[config.mk]
export PLATFORM = sky130hd
export DESIGN_NAME = elevator_call_scheduler_flat
export DESIGN_NICKNAME = d
export VERILOG_FILES = /design/src/rtl/elevator_call_scheduler_pkg.sv /design/src/rtl/elevator_call_scheduler_if.sv /design/src/rtl/elevator_call_scheduler_floor_mask.sv /design/src/rtl/elevator_call_scheduler.sv /design/src/flat_wrapper.sv
export SDC_FILE = /design/constraint.sdc
export NUM_CORES = 1
export LEC_CHECK = 0
export ABC_AREA = 1
export CAP_MARGIN = 10
export CORE_ASPECT_RATIO = 1.75
export CORE_MARGIN = 8
export CORE_UTILIZATION = 42
export CTS_CLUSTER_DIAMETER = 80
export CTS_CLUSTER_SIZE = 8
export DETAILED_ROUTE_END_ITERATION = 8
export HOLD_SLACK_MARGIN = 0.1
export MAX_ROUTING_LAYER = met4
export PLACE_DENSITY = 0.81
export SLEW_MARGIN = 20
export SYNTH_ARGS = -nofsm -noshare
export SYNTH_HDL_FRONTEND = slang
export SYNTH_HIERARCHICAL = 1
export SYNTH_SLANG_ARGS = --single-unit
[constraint.sdc]
create_clock -name clk -period 2.6 [get_ports clk]
set_clock_uncertainty 0.2 [all_clocks]
set_input_delay 0.39 -clock clk [delete_from_list [all_inputs] [get_ports clk]]
set_output_delay 0.39 -clock clk [all_outputs]
set_load 0.03 [all_outputs]
[src/rtl/elevator_call_scheduler_pkg.sv]
// Shared sizing constants and travel-direction encoding for the elevator call scheduler.
package elevator_pkg;

   localparam int N_FLOORS = 20;
   localparam int FLOOR_W  = 5;

   typedef enum logic [1:0] {
      DIR_IDLE = 2'b00,
      DIR_UP   = 2'b01,
      DIR_DOWN = 2'b10
   } dir_t;

endpackage

[src/rtl/elevator_call_scheduler_if.sv]
// Button/lamp and state-controller signal bundle around the call scheduler.
interface elevator_call_scheduler_if #(
   parameter int N       = elevator_pkg::N_FLOORS,
   parameter int FLOOR_W = elevator_pkg::FLOOR_W
);

   logic [N-1:0]       car_btn;
   logic [N-1:0]       hall_up_btn;
   logic [N-1:0]       hall_down_btn;
   logic [FLOOR_W-1:0] cur_floor;
   logic               moving;
   logic               door_open;
   logic [N-1:0]       dest_up;
   logic [N-1:0]       dest_down;
   logic               arrive;
   logic [N-1:0]       car_lamp;
   logic [N-1:0]       hall_up_lamp;
   logic [N-1:0]       hall_down_lamp;
   logic [1:0]         dir;
   logic               floor_err;

   modport master (
      output car_btn, hall_up_btn, hall_down_btn, cur_floor, moving, door_open,
      input  dest_up, dest_down, arrive, car_lamp, hall_up_lamp, hall_down_lamp,
             dir, floor_err
   );

   modport slave (
      input  car_btn, hall_up_btn, hall_down_btn, cur_floor, moving, door_open,
      output dest_up, dest_down, arrive, car_lamp, hall_up_lamp, hall_down_lamp,
             dir, floor_err
   );

endinterface

[src/rtl/elevator_call_scheduler_floor_mask.sv]
// Decodes the current floor into above/below/at bit masks; all masks are zero
// for an out-of-range floor so nothing downstream can act on it.
module elevator_floor_mask #(
   parameter int N       = elevator_pkg::N_FLOORS,
   parameter int FLOOR_W = elevator_pkg::FLOOR_W
) (
   input  logic [FLOOR_W-1:0] cur_floor,
   output logic               floor_valid,
   output logic [N-1:0]       above_mask,
   output logic [N-1:0]       below_mask,
   output logic [N-1:0]       at_mask
);

   localparam logic [FLOOR_W:0] N_VAL = (FLOOR_W+1)'(N);

   logic [FLOOR_W:0] cur_ext;

   assign cur_ext     = {1'b0, cur_floor};
   assign floor_valid = (cur_ext < N_VAL);

   genvar gi;
   generate
      for (gi = 0; gi < N; gi++) begin : g_bit
         localparam logic [FLOOR_W:0] IDX = (FLOOR_W+1)'(gi);
         assign above_mask[gi] = floor_valid && (IDX > cur_ext);
         assign below_mask[gi] = floor_valid && (IDX < cur_ext);
         assign at_mask[gi]    = floor_valid && (IDX == cur_ext);
      end
   endgenerate

endmodule

[src/rtl/elevator_call_scheduler.sv]
// Collective (SCAN) call scheduler: latches hall/car calls, holds travel direction
// and produces destination maps plus a registered stop strobe for the controller.
module elevator_call_scheduler #(
   parameter int N       = elevator_pkg::N_FLOORS,
   parameter int FLOOR_W = elevator_pkg::FLOOR_W
) (
   input logic                      clk,
   input logic                      reset,
   elevator_call_scheduler_if.slave bus
);

   import elevator_pkg::*;

   // Top floor has no up button, ground floor has no down button.
   localparam logic [N-1:0] UP_LEGAL   = ~(N'(1) << (N - 1));
   localparam logic [N-1:0] DOWN_LEGAL = ~N'(1);

   logic [N-1:0] car_reg,       car_next;
   logic [N-1:0] hall_up_reg,   hall_up_next;
   logic [N-1:0] hall_down_reg, hall_down_next;
   dir_t         dir_reg,       dir_next;
   logic         arrive_reg,    arrive_next;
   logic         floor_err_reg, floor_err_next;

   logic         floor_valid;
   logic [N-1:0] above_mask, below_mask, at_mask;
   logic [N-1:0] calls;
   logic [N-1:0] clr_car, clr_up, clr_down;
   logic         above, below;
   logic         here_car, here_up, here_down;

   elevator_floor_mask #(
      .N       (N),
      .FLOOR_W (FLOOR_W)
   ) u_floor_mask (
      .cur_floor   (bus.cur_floor),
      .floor_valid (floor_valid),
      .above_mask  (above_mask),
      .below_mask  (below_mask),
      .at_mask     (at_mask)
   );

   assign calls     = car_reg | hall_up_reg | hall_down_reg;
   assign above     = |(calls & above_mask);
   assign below     = |(calls & below_mask);
   assign here_car  = |(car_reg & at_mask);
   assign here_up   = |(hall_up_reg & at_mask);
   assign here_down = |(hall_down_reg & at_mask);

   // Service clears only the hall call matching the direction the cab will leave in.
   always_comb begin
      clr_car  = '0;
      clr_up   = '0;
      clr_down = '0;
      if (bus.door_open) begin
         clr_car = at_mask;
         if (dir_reg != DIR_DOWN) clr_up   = at_mask;
         if (dir_reg != DIR_UP)   clr_down = at_mask;
      end
   end

   assign car_next       = (car_reg | bus.car_btn) & ~clr_car;
   assign hall_up_next   = (hall_up_reg | (bus.hall_up_btn & UP_LEGAL)) & ~clr_up;
   assign hall_down_next = (hall_down_reg | (bus.hall_down_btn & DOWN_LEGAL)) & ~clr_down;
   assign floor_err_next = floor_err_reg | ~floor_valid;

   always_comb begin
      dir_next = dir_reg;
      if (!bus.moving && !bus.door_open) begin
         case (dir_reg)
            DIR_IDLE: begin
               if (above)      dir_next = DIR_UP;
               else if (below) dir_next = DIR_DOWN;
            end
            DIR_UP: begin
               if (!above) dir_next = below ? DIR_DOWN : DIR_IDLE;
            end
            DIR_DOWN: begin
               if (!below) dir_next = above ? DIR_UP : DIR_IDLE;
            end
            default: dir_next = DIR_IDLE;
         endcase
      end
   end

   // An opposite-direction hall call only stops the cab at the end of its run.
   always_comb begin
      arrive_next = 1'b0;
      if (!bus.door_open) begin
         arrive_next = here_car
                     || ((dir_reg != DIR_DOWN) && here_up)
                     || ((dir_reg != DIR_UP)   && here_down)
                     || ((dir_reg == DIR_UP)   && !above && here_down)
                     || ((dir_reg == DIR_DOWN) && !below && here_up);
      end
   end

   always_ff @(posedge clk) begin
      if (reset) begin
         car_reg       <= '0;
         hall_up_reg   <= '0;
         hall_down_reg <= '0;
         dir_reg       <= DIR_IDLE;
         arrive_reg    <= 1'b0;
         floor_err_reg <= 1'b0;
      end else begin
         car_reg       <= car_next;
         hall_up_reg   <= hall_up_next;
         hall_down_reg <= hall_down_next;
         dir_reg       <= dir_next;
         arrive_reg    <= arrive_next;
         floor_err_reg <= floor_err_next;
      end
   end

   assign bus.dest_up        = (dir_reg == DIR_UP)   ? (calls & above_mask) : '0;
   assign bus.dest_down      = (dir_reg == DIR_DOWN) ? (calls & below_mask) : '0;
   assign bus.arrive         = arrive_reg;
   assign bus.car_lamp       = car_reg;
   assign bus.hall_up_lamp   = hall_up_reg;
   assign bus.hall_down_lamp = hall_down_reg;
   assign bus.dir            = dir_reg;
   assign bus.floor_err      = floor_err_reg;

endmodule

[src/flat_wrapper.sv]
// flat-port wrapper written by rule: the top's interface ports become plain ports
module elevator_call_scheduler_flat import elevator_pkg::*;
#(
   parameter int N       = elevator_pkg::N_FLOORS,
   parameter int FLOOR_W = elevator_pkg::FLOOR_W
)
  (clk, reset, bus_car_btn, bus_hall_up_btn, bus_hall_down_btn, bus_cur_floor, bus_moving, bus_door_open, bus_dest_up, bus_dest_down, bus_arrive, bus_car_lamp, bus_hall_up_lamp, bus_hall_down_lamp, bus_dir, bus_floor_err);
  elevator_call_scheduler_if #(.N(N), .FLOOR_W(FLOOR_W)) bus_i ();
  input logic clk;
  input logic reset;
  input wire logic [$bits(bus_i.car_btn)-1:0] bus_car_btn;
  input wire logic [$bits(bus_i.hall_up_btn)-1:0] bus_hall_up_btn;
  input wire logic [$bits(bus_i.hall_down_btn)-1:0] bus_hall_down_btn;
  input wire logic [$bits(bus_i.cur_floor)-1:0] bus_cur_floor;
  input wire logic [$bits(bus_i.moving)-1:0] bus_moving;
  input wire logic [$bits(bus_i.door_open)-1:0] bus_door_open;
  output wire logic [$bits(bus_i.dest_up)-1:0] bus_dest_up;
  output wire logic [$bits(bus_i.dest_down)-1:0] bus_dest_down;
  output wire logic [$bits(bus_i.arrive)-1:0] bus_arrive;
  output wire logic [$bits(bus_i.car_lamp)-1:0] bus_car_lamp;
  output wire logic [$bits(bus_i.hall_up_lamp)-1:0] bus_hall_up_lamp;
  output wire logic [$bits(bus_i.hall_down_lamp)-1:0] bus_hall_down_lamp;
  output wire logic [$bits(bus_i.dir)-1:0] bus_dir;
  output wire logic [$bits(bus_i.floor_err)-1:0] bus_floor_err;
  assign bus_i.car_btn = bus_car_btn;
  assign bus_i.hall_up_btn = bus_hall_up_btn;
  assign bus_i.hall_down_btn = bus_hall_down_btn;
  assign bus_i.cur_floor = bus_cur_floor;
  assign bus_i.moving = bus_moving;
  assign bus_i.door_open = bus_door_open;
  assign bus_dest_up = bus_i.dest_up;
  assign bus_dest_down = bus_i.dest_down;
  assign bus_arrive = bus_i.arrive;
  assign bus_car_lamp = bus_i.car_lamp;
  assign bus_hall_up_lamp = bus_i.hall_up_lamp;
  assign bus_hall_down_lamp = bus_i.hall_down_lamp;
  assign bus_dir = bus_i.dir;
  assign bus_floor_err = bus_i.floor_err;
  elevator_call_scheduler #(.N(N), .FLOOR_W(FLOOR_W)) u_core (.clk(clk), .reset(reset), .bus(bus_i));
endmodule
==> results.cfg <==
[synth]
synth_mux_area_frac = 0
syn_area_sq_um = 3780
synth.avg_cell_area_sq_um = 6.02
ys_ff_latch = 64
synth_top_family_by_area = simple AND/OR/NAND/NOR gates
netlist_top_cells_area = dfxtp_1 34%, nand2_1 16%, nor2_1 15%, inv_1 6.8%, o21ai_0 6.7%
synth_top_area_frac = 0.339
syn_inst = 628
ys_types = 29
synthSimpleGateAreaFrac = 0.392
synth_adder_area_share = 0
yosys.area.top_type = dfxtp_1
yosys_warnings = 6
yosysSeqAreaShare = 0.339
synth_xor_area_frac = 0
synth_compound_area_frac = 0.170

[worst_setup_path]
critPathLaunch = bus_cur_floor[4]
crit_path_cell_trace = clkdlybuf4s50_1 -> buf_6 -> nor2_1 -> nand2_1 -> nor2_1 -> nor2_1 -> nand2_1 -> buf_4 -> nor2_1 -> buf_4 -> buf_12
max_stage_delay_ps = 420
cp_num_cells = 11
critPathRequiredTime_ps = 2010
cp_data_arrival_time_ps = 1930
reg2reg_slack_ps = 630
cpMaxStageDelayCell = clkdlybuf4s50_1
crit_path_frequent_cell = nor2_1
crit_end = bus_dest_down[8]
timing_worst_setup_path_type = in -> out
reg2reg_from = u_core/bus.dir[0]
start_kind = input pin
crit_family = buffers and inverters
timing.rr.end = u_core/bus.dir[1]
crit_buf_inv = 5
end_kind = output port
r2r_cells = 8
cp_max_fo = 6

[place]
port-buffer-count = 168
pre_cts_slack_ps = -403
gp_congestion = 0.950
hpwlAfterDp_microns = 13500
dp_cells = 980

[clocking]
htree_num_levels = 3
cts_buffer_depth = 2
root_buffer = clkbuf_16
cts_tree = built
cts_hold_buf = 0
clkTransAtPathRegs_ps = 60
clk_latency_ps = 330
cts_sinks = 64
cts_buffers = 9

[floorplan]
initial_utilization = 0.424
die_y_microns = 142
core_sq_um = 8920
io_pins = 173
die-area_sq_um = 12400
die_x_microns = 87.7
num_rows = 46

[global_routing]
gr-usage-met2 = 0.507
grt_pass1_wl_microns = 26300
top_usage_layer = met2
grt_remaining_overflow = 0
grt_use_met1 = 0.279
grt_use_total = 0.280
grt_pass1_vias = 5227
antenna_found_initial = 0
grt_use_met3 = 0.0435
grt_max_degree = 36

[sta]
setup_viol = 0
hold_slack_ps = 275
tightest_slew_ps = 716
hold_viol = 0
finalCritPeriodShare = 0.971
rsz0062_at_grt = yes
max_freq_ghz = 0.396
finalCriticalPeriod_ps = 2520
layout_setup_ws_ps = 75.5
slew_viol_final = 0
maxSlewHeadroom = 0.522

[routing]
drc = 0
first_pass_iters = 6
routedWlPerCell_microns = 17.1
drt_iter0_drc = 261
wirelength_microns = 17100
dr_total_vias = 5110
ant_nets = 0
viasPerCell = 5.11

[layout]
nNetsFinal = 944
drive_gt1_frac = 0.216
layout_commonest_cell = nand2_1
fin_cells = 1000
area_delta_synth_final_pct = 74.3
diodes = 0
fin_util = 0.739
layout_common_cells = 159 x nand2_1, 140 x nor2_1, 126 x clkdlybuf4s50_1

[flow_run]
maxCapViolCount = 0

[status]
status = finished clean

[power_and_ir_drop]
leakagePower_uw = 0.00312
ir_drop_uv = 373
p_per_area_nw_per_um2 = 482

[hold_path]
hold_path.class = reg -> reg
==> cell type report <==
class / instances / area [sq um]
Timing Repair Buffer: 254 / 2410
Fill cell: 766 / 2330
Multi-Input combinational cell: 471 / 2180
Sequential cell: 64 / 1280
Inverter: 74 / 284
Clock buffer: 9 / 225
Tap cell: 120 / 150
Clock inverter: 7 / 48.8
Timing Repair inverter: 1 / 7.51
==> per-stage QoR <==
step / cell area, sq um / total power [uW] / setup TNS [ps]
final: 6590 / 3180 / 0
after CTS: 6510 / 3180 / -261
after global routing: 6590 / 3320 / -48.4
after detailed placement: 6220 / 2080 / -3570
after global placement: 6220 / 2060 / -3100
after floorplan: 3790 / 1600 / 0
==> what timing repair did <==
| action | in CTS | in global routing |
|---|---|---|
| buffers inserted | 0 | 3 |
| gates cloned | 0 | 1 |
| gates resized for setup | 7 | 16 |
| endpoints found under the setup margin | 30 | 27 |
==> cells in the mapped netlist, drive strengths merged <==
| library cell | n |
|---|---|
| conb | 1 |
| nand3 | 12 |
| a21oi | 26 |
| a21boi | 1 |
| o22ai | 16 |
| nor3 | 6 |
| a221oi | 9 |
| nor2 | 161 |
| nand4 | 4 |
| inv | 74 |
| o2111ai | 1 |
| a211oi | 2 |
| clkbuf | 12 |
| o21ai | 55 |
| o21bai | 1 |
| nand2 | 175 |
| buf | 8 |
| dfxtp | 64 |
==> worst min-delay path by stage <==
stage | endpoint | start | depth (start not counted)
after global placement | u_core/bus.floor_err | u_core/bus.floor_err | 2
after global routing | u_core/bus.floor_err | u_core/bus.floor_err | 2
after detailed placement | u_core/bus.floor_err | u_core/bus.floor_err | 2
after floorplan | u_core/bus.car_lamp[0] | bus_car_btn[0] | 2
after CTS | u_core/bus.floor_err | u_core/bus.floor_err | 2
final | u_core/bus.floor_err | u_core/bus.floor_err | 2
==> where the power goes <==
group          internal, uW  leakage, uW  switching (uW)  total [uW]
clock                   644     0.000135             459        1100
sequential             1050     0.000535            81.3        1130
combinational           420      0.00245             521         941
total                  2120      0.00312            1060        3180
==> layer usage <==
layer,part of all wire,vias up,wire (microns)
met5,0,-,0
li1,-,2486,-
met3,0.053,42,899
met2,0.54,218,9280
met1,0.37,2364,6300
met4,0.036,0,616
==> kinds of logic after synthesis <==
group,Yosys count
flip-flops,64
AND/OR/NAND/NOR,358
buffers and inverters,94
AO/OA/AOI/OAI,111
other,1
==> tightest hold or removal path, cell delays in order, from the launching register on <==
cell	delay (ps)
dfxtp_1	320
inv_1	60
a21oi_1	50
(Power assumes the default switching activity.)
